$ cat config.mk
export PLATFORM = sky130hd
export DESIGN_NAME = capping_sequencer
export DESIGN_NICKNAME = d
export VERILOG_FILES = /design/src/rtl/capping_pkg.sv /design/src/rtl/cap_watchdog.sv /design/src/rtl/capping_sequencer.sv
export SDC_FILE = /design/constraint.sdc
export NUM_CORES = 1
export LEC_CHECK = 0
export ABC_AREA = 1
export CAP_MARGIN = 10
export CORE_ASPECT_RATIO = 1.25
export CORE_MARGIN = 10
export CORE_UTILIZATION = 54
export CTS_BUF_LIST = sky130_fd_sc_hd__clkbuf_8
export DETAILED_ROUTE_END_ITERATION = 8
export GPL_TIMING_DRIVEN = 0
export PLACE_DENSITY = 0.83
export SYNTH_ARGS = -nofsm -noshare
export SYNTH_HDL_FRONTEND = slang
export SYNTH_SLANG_ARGS = --single-unit
$ cat constraint.sdc
create_clock -name clk -period 2.6 [get_ports clk]
set_input_delay 0.39 -clock clk [delete_from_list [all_inputs] [get_ports clk]]
set_output_delay 0.39 -clock clk [all_outputs]
set_load 0.02 [all_outputs]
$ cat src/rtl/capping_pkg.sv
// Shared types and defaults for the capping sequencer (state encoding, parameters, width helper).
package capping_pkg;

    typedef enum logic [2:0] {
        IDLE     = 3'd0,
        RUN      = 3'd1,
        DISPENSE = 3'd2,
        WAIT_CAP = 3'd3,
        RELEASE  = 3'd4,
        FAULT    = 3'd5
    } state_t;

    localparam int DEF_MAX_STOPPERS   = 15;
    localparam int DEF_LOW_LEVEL      = 5;
    localparam int DEF_TIMEOUT_CYCLES = 1000;

    // Bits needed to hold any value in 0..max_value.
    function automatic int cnt_width(input int max_value);
        return (max_value < 2) ? 1 : $clog2(max_value + 1);
    endfunction

endpackage

$ cat src/rtl/cap_watchdog.sv
// WAIT_CAP watchdog: counts enabled cycles after a clear and flags the last allowed cycle.
module cap_watchdog
    import capping_pkg::*;
#(
    parameter int TIMEOUT_CYCLES = DEF_TIMEOUT_CYCLES
) (
    input  logic clk,
    input  logic reset,
    input  logic clear,
    input  logic enable,
    output logic expired
);

    localparam int WD_W = cnt_width(TIMEOUT_CYCLES - 1);
    localparam logic [WD_W-1:0] LAST = WD_W'(TIMEOUT_CYCLES - 1);

    logic [WD_W-1:0] wd_count;

    // NOTE: sequential state uses non-blocking assignments so every flop samples pre-edge values.
    always_ff @(posedge clk or posedge reset) begin
        if (reset) begin
            wd_count <= '0;
        end else if (clear) begin
            wd_count <= '0;
        end else if (enable && (wd_count != LAST)) begin
            wd_count <= wd_count + WD_W'(1);
        end
    end

    assign expired = (wd_count == LAST);

endmodule

$ cat src/rtl/capping_sequencer.sv
// Stopper dispenser / conveyor sequencer for the bottling cell.
// Optional capping watchdog and FAULT state enabled by defining CAP_TIMEOUT_EN.
module capping_sequencer
    import capping_pkg::*;
#(
    parameter int MAX_STOPPERS   = DEF_MAX_STOPPERS,
    parameter int LOW_LEVEL      = DEF_LOW_LEVEL,
    parameter int TIMEOUT_CYCLES = DEF_TIMEOUT_CYCLES,
    parameter int CNT_W          = cnt_width(MAX_STOPPERS)
) (
    input  logic             clk,
    input  logic             reset,
    input  logic             start,
    input  logic             bottle_present,
    input  logic             cap_done,
    input  logic             refill_req,
    input  logic             fault_clr,
    output logic             conveyor_run,
    output logic             disp_cmd,
    output logic [CNT_W-1:0] stopper_count,
    output logic             low_level,
    output logic             empty_alarm,
    output logic             fault,
    output logic [7:0]       bottles_capped
);

    localparam logic [CNT_W-1:0] CNT_MAX = CNT_W'(MAX_STOPPERS);

    state_t state;
    state_t next_state;
    logic   refill_q;
    logic   refill_edge;
    logic   count_nz;
    logic   wd_expired;

    assign refill_edge = refill_req & ~refill_q;
    assign count_nz    = (stopper_count != '0);

`ifdef CAP_TIMEOUT_EN
    logic wd_clear;
    logic wd_enable;

    // Clearing in DISPENSE means the count is zero on the first WAIT_CAP cycle.
    assign wd_clear  = (state == DISPENSE);
    assign wd_enable = (state == WAIT_CAP);

    cap_watchdog #(
        .TIMEOUT_CYCLES(TIMEOUT_CYCLES)
    ) u_watchdog (
        .clk    (clk),
        .reset  (reset),
        .clear  (wd_clear),
        .enable (wd_enable),
        .expired(wd_expired)
    );
`else
    localparam int unused_timeout_cycles = TIMEOUT_CYCLES;
    logic unused_fault_clr;

    assign unused_fault_clr = fault_clr;
    assign wd_expired       = 1'b0;
`endif

    always_ff @(posedge clk or posedge reset) begin
        if (reset) begin
            state          <= IDLE;
            refill_q       <= 1'b0;
            stopper_count  <= '0;
            bottles_capped <= '0;
        end else begin
            state    <= next_state;
            refill_q <= refill_req;

            if ((state == IDLE) && refill_edge && (stopper_count != CNT_MAX)) begin
                stopper_count <= stopper_count + CNT_W'(1);
            end else if (state == DISPENSE) begin
                stopper_count <= stopper_count - CNT_W'(1);
            end

            if ((state == WAIT_CAP) && cap_done) begin
                bottles_capped <= bottles_capped + 8'd1;
            end
        end
    end

    // NOTE: next_state gets a default before the case so no path leaves it unassigned (no latch).
    always_comb begin
        next_state = state;
        case (state)
            IDLE: begin
                if (start && count_nz) begin
                    next_state = RUN;
                end
            end
            RUN: begin
                if (!start) begin
                    next_state = IDLE;
                end else if (bottle_present) begin
                    next_state = DISPENSE;
                end
            end
            DISPENSE: begin
                next_state = WAIT_CAP;
            end
            WAIT_CAP: begin
                if (cap_done) begin
                    next_state = RELEASE;
                end else if (wd_expired) begin
                    next_state = FAULT;
                end
            end
            RELEASE: begin
                if (!bottle_present) begin
                    next_state = (start && count_nz) ? RUN : IDLE;
                end
            end
            FAULT: begin
`ifdef CAP_TIMEOUT_EN
                if (fault_clr) begin
                    next_state = IDLE;
                end
`else
                next_state = IDLE;
`endif
            end
            default: begin
                next_state = IDLE;
            end
        endcase
    end

    // Moore outputs: asynchronous reset forces state to IDLE, so disp_cmd drops at once.
    always_comb begin
        conveyor_run = (state == RUN) || (state == RELEASE);
        disp_cmd     = (state == DISPENSE);
`ifdef CAP_TIMEOUT_EN
        fault        = (state == FAULT);
`else
        fault        = 1'b0;
`endif
    end

    assign low_level   = (32'(stopper_count) <= LOW_LEVEL);
    assign empty_alarm = !count_nz;

endmodule

==> Word-level counts from Yosys, hierarchy flattened <==
Index checks and enable logic that the tools add are counted.
{ "word_totals": {"input_bits": 7, "regBits": 16, "output_inout_bits": 17} }
{ "classes": {"n_addsub": 3, "bitwise": 2, "mux": 9, "n_lt_le_gt_ge": 1, "n_eq_ne": 9, "n_reduce_logical": 10} }
{ "op_table": {"columns": ["operator", "n"], "rows": [
  ["2-to-1 mux 3 bit", 5],
  ["case mux 3 bit (5 select lines)", 1],
  ["adder 8 x 1 -> 8 bit (second input constant)", 1],
  ["2-to-1 mux 4 bit", 2],
  ["== test 3 x 2 -> 1 bit (second input constant)", 2],
  ["adder 4 x 1 -> 4 bit (second input constant)", 1],
  ["<= comparator 4 x 3 -> 1 bit (second input constant)", 1],
  ["logical AND 1 bit", 4],
  ["inequality test 2 bit (second input constant)", 2],
  ["inequality test 4 bit (second input constant)", 1],
  ["AND reduction 4 bit", 1],
  ["nonzero test 4 bit", 1],
  ["subtractor 4 x 1 -> 4 bit (second input constant)", 1],
  ["== test 3 x 1 -> 1 bit (second input constant)", 1],
  ["== test 3 bit (second input constant)", 1],
  ["zero test 3 bit", 1],
  ["inequality test 3 bit (second input constant)", 1],
  ["inequality test 2 x 1 -> 1 bit (second input constant)", 1],
  ["nonzero test 2 bit", 1],
  ["bitwise AND 1 bit", 1],
  ["zero test 1 bit", 1],
  ["logical OR 1 bit", 1],
  ["2-to-1 mux 1 bit", 1],
  ["NOT 1 bit", 1]
]} }

==> Logic depth before layout (Yosys ltp) <==
{ "depth": {"ltp_word": 5, "mapped_depth": 11} }

==> Worst setup path before layout <==
OpenSTA, ideal clock, no wires.
{ "synth_path": {"kind": "register to register", "start": "register state[0]", "end": "register stopper_count[3]", "path_buffers": 0, "period_less_slack_ns": 1.729, "path_stages_with_launch": 12, "arrival_time_ns": 1.611, "setup_slack_ns": 0.871, "path_cell_list": "dfrtp_1 nor2_2 nand2_1 nor2_1 nand2_2 ha_1 a21oi_1 nand2_1 nand2_1 nand2_1 nand2_1 nand2_1"} }
{ "synth_between": {"elab_chain_cells": 4} }
{ "synth_lines": {"columns": ["item", "line", "rtl"], "rows": [
  ["from (decl)", "capping_sequencer.sv:29", "state_t state;"],
  ["from (signal assigned)", "capping_sequencer.sv:71", "state <= next_state;"],
  ["zero test 3 bit", "capping_sequencer.sv:74", "if ((state == IDLE) && refill_edge && (stopper_count != CNT_MAX)) begin"],
  ["logical AND 1 bit (2 in a row)", "capping_sequencer.sv:74", null],
  ["2-to-1 mux 4 bit or nonzero test 2 bit (tied branches)", null, null],
  ["to (signal assigned)", "capping_sequencer.sv:75", "stopper_count <= stopper_count + CNT_W'(1);"],
  ["to (signal assigned)", "capping_sequencer.sv:77", "stopper_count <= stopper_count - CNT_W'(1);"],
  ["to (decl)", "capping_sequencer.sv:20", "output logic [CNT_W-1:0] stopper_count,"]
]} }
Several ways; a longest one is shown, not always the timed one.
A chain may end at the register's enable or synchronous reset.

==> Worst setup path after layout <==
{ "layout_path": {"start": "register state[0]", "end": "output disp_cmd"} }
{ "layout_between": {"elab_chain_cells": 1} }
{ "layout_lines": {"columns": ["item", "line", "rtl"], "rows": [
  ["== test 3 x 2 -> 1 bit", "capping_sequencer.sv:135", "disp_cmd = (state == DISPENSE);"],
  ["to (decl)", "capping_sequencer.sv:19", "output logic disp_cmd,"]
]} }
Every way passes these cells.

==> key figures <==
Clock tree
  – Clock Pin Slew Worst Setup and Hold Paths: 0.07 ns
  – # hold bufs at CTS: 0
  – CTS tree: built
  – Post_cts resized: 0
  – CTS sink count: 16
  – Clk Latency, worst-skew pair: between 0.2 and 0.3 ns
  – CTS Buffer Depth: 2
  – Post-CTS Setup Bufs: 0
  – Root Buffer: clkbuf_8
  – CTS H-Tree Depth: 1
  – CTS buffer count: 3

Finish
  – # diodes: 0
  – Proportion of layout cells with a drive suffix above 1: 0.0741
  – Area Growth Syn to Fin: 28.9%
  – Final cell count without fillers: 181
  – Fillcell total: 144
  – Register area: 400 um^2
  – Nets: 174
  – Multi-input gate area: 514 um^2

Floorplanning
  – Total Die Area: roughly 4000 um^2
  – Num ports: 24
  – Die width: between 50 and 60 um
  – Starting Density: 0.567
  – FP Rows: 17
  – Core box area: 1770 um^2
  – Die Y: 68.1 um

Logic synthesis
  – Leading post-synthesis cells by cell area: dfrtp_1, nand2_1, inv_1, nand3_1, ha_1
  – Synth cell types: 20
  – Synth Warn #: 0
  – Post-synth top area share: 0.400
  – Syn Inst Count: 137
  – Synth Cell Area: 1000 um^2
  – Syn avg cell area: 7.31 um^2
  – Syn Nets: 148
  – Sequential fraction of the synthesis area: 0.400
  – Seq cells post-synth: 16
  – Top cell type by total area after synthesis: dfrtp_1

Critical path
  – Max FO, Critical Path: 6
  – RR Startpoint: state[0]
  – WS Path Type: register to primary output
  – R2R depth: 11
  – Crit end category: primary output
  – Type of origin of the critical path: register
  – Worst Path Required: 2.21 ns
  – Arr. time, crit path: 1.76 ns
  – Reg-to-Reg End: stopper_count[3]
  – Worst reg-to-reg setup slack: 0.68 ns
  – CP Launch Point: state[0]

Global routing
  – Vias in the first global route: 1007
  – GRT Util Overall: 0.137
  – Initial antenna violation count: 0
  – Largest net degree at the start of global routing: 17
  – First-pass GRT wire length: between 4 and 5 mm
  – Congestion Overflow GR: 0

Drt
  – Vias post-DR: ~970
  – DRC viols: 0
  – Vias per cell: 5.35
  – First-pass DRT Iterations: 4
  – Final wirelength: around 2.4 mm
  – Post-DR wirelength/cell: 13.4 um
  – 1st-iter DRT viols: 35
  – Routed Antenna Nets: 0

Timing
  – Min Tclk post-route: 2.15 ns
  – Final setup viols: 0
  – Slew at the pin closest to its max-slew limit: about 0.62 ns
  – Fmax: 0.466 GHz
  – Tcrit/Tclk final: 0.826
  – RSZ-0062 raised after global routing: no
  – Setup TNS: 0 ns
  – Worst Skew: 0.00311 ns
  – Final Slew Violations: 0
  – Hold Violations, Final: 0
  – Max_slew headroom: 0.585

Pwr
  – Max VDD drop: 0.699 mV
  – Leak Pwr: 0.000670 uW
  – Power per cell area: 1200 nW/um^2

Placed design
  – DP Wirelength: roughly 1.8 mm
  – IO buf count: 21
  – RD Place Congestion: 0.870
  – Inst Count DP: 177

Job
  – Maximum capacitance violations: 0

Worst hold path
  – Hold Path Class: primary input to asynchronous set/reset pin

Run status
  – Outcome: complete, no violations
[synth_stat cells]
cell type,number
buf_4,1
nand2_1,48
nand3_2,1
nand2_2,2
dfrtp_1,16
a21oi_1,3
fa_1,1
xor2_1,4
inv_1,21
nor2_1,10
conb_1,1
ha_1,3
nand3_1,13
xnor2_1,2
o21ai_1,1
nand3_4,1
nor2_2,2
nor2_4,1
o21ai_0,3
nand4_1,3
[cell usage in the layout (no fill, tap or decap), types with 2 or more instances in the layout]
master and n:
xnor2_1 2, clkbuf_8 4, nand4_1 3, clkdlybuf4s50_1 21, o21ai_0 3, ha_1 3, nor2_2 2, nor2_1 10
nand3_1 13, inv_1 21, nand2_2 2, dfrtp_1 16, a21oi_1 3, nand2_1 48, xor2_1 4
[cell type report]
| class | instances | area share |
|---|---|---|
| inverters | 21 | 0.0611 |
| multi-input cells | 99 | 0.399 |
| flip-flops and latches | 16 | 0.310 |
| plain buffers | 1 | 0.00582 |
| clock buffers | 4 | 0.0427 |
| well taps | 19 | 0.0184 |
| repair buffers | 21 | 0.163 |
[per-layer routing]
metal / GRT usage / vias to the layer above / part of all wire
met5: 0 / - / 0
met4: 0.0735 / 0 / 0.019
met3: 0.0500 / 7 / 0.071
met2: 0.242 / 27 / 0.52
met1: 0.138 / 459 / 0.39
li1: - / 475 / -
[through the flow]
step           hold WS (ns)  total power [uW]   util  cell area [um^2]  setup slack (ns)
6_report              0.515              1550  0.731              1290             0.453
5_1_grt               0.578              1680  0.731              1290             0.342
4_1_cts               0.529              1560  0.731              1290             0.443
3_5_place_dp          0.514              1320  0.700              1230             0.436
3_3_place_gp          0.504              1280  0.700              1230             0.458
2_1_floorplan         0.304               991      -              1000             0.871
[cells by family (layout without fill, tap and decap cells)]
group           Yosys count  in the layout  synth area share
simple gates             81             81             0.365
buf+inv                  22             47            0.0863
flops                    16             16             0.400
compound gates            7              7            0.0350
xor+xnor                  6              6            0.0525
fa+ha+maj                 4              4            0.0575
other cells               1              1           0.00375
[registers in the layout, indices dropped and copies added (netlist names)]
name	flops
bottles_capped	8
stopper_count	4
state	3
refill_q	1
[worst max-delay path: stages, from the launching register on]
cell and delay (ns):
dfrtp_1 0.45, nor2_2 0.17, nand2_1 0.18, inv_1 0.10
clkdlybuf4s50_1 0.61
[worst max path at each step]
stage	slack, ns	depth (start not counted)	to
finish	0.45	4	disp_cmd
global placement	0.46	11	stopper_count[3]
floorplan	0.87	11	stopper_count[3]
CTS	0.44	4	disp_cmd
detailed placement	0.44	11	stopper_count[3]
global route	0.34	4	disp_cmd
[where the power goes]
| part | total [uW] | leakage, uW | internal [uW] | switching (uW) |
|---|---|---|---|---|
| Combinational | 838 | 0.000439 | 362 | 476 |
| Clock | 226 | 0.0000288 | 135 | 91.1 |
| Sequential | 488 | 0.000202 | 340 | 148 |
Note: power is estimated with default switching activity, not from simulation.
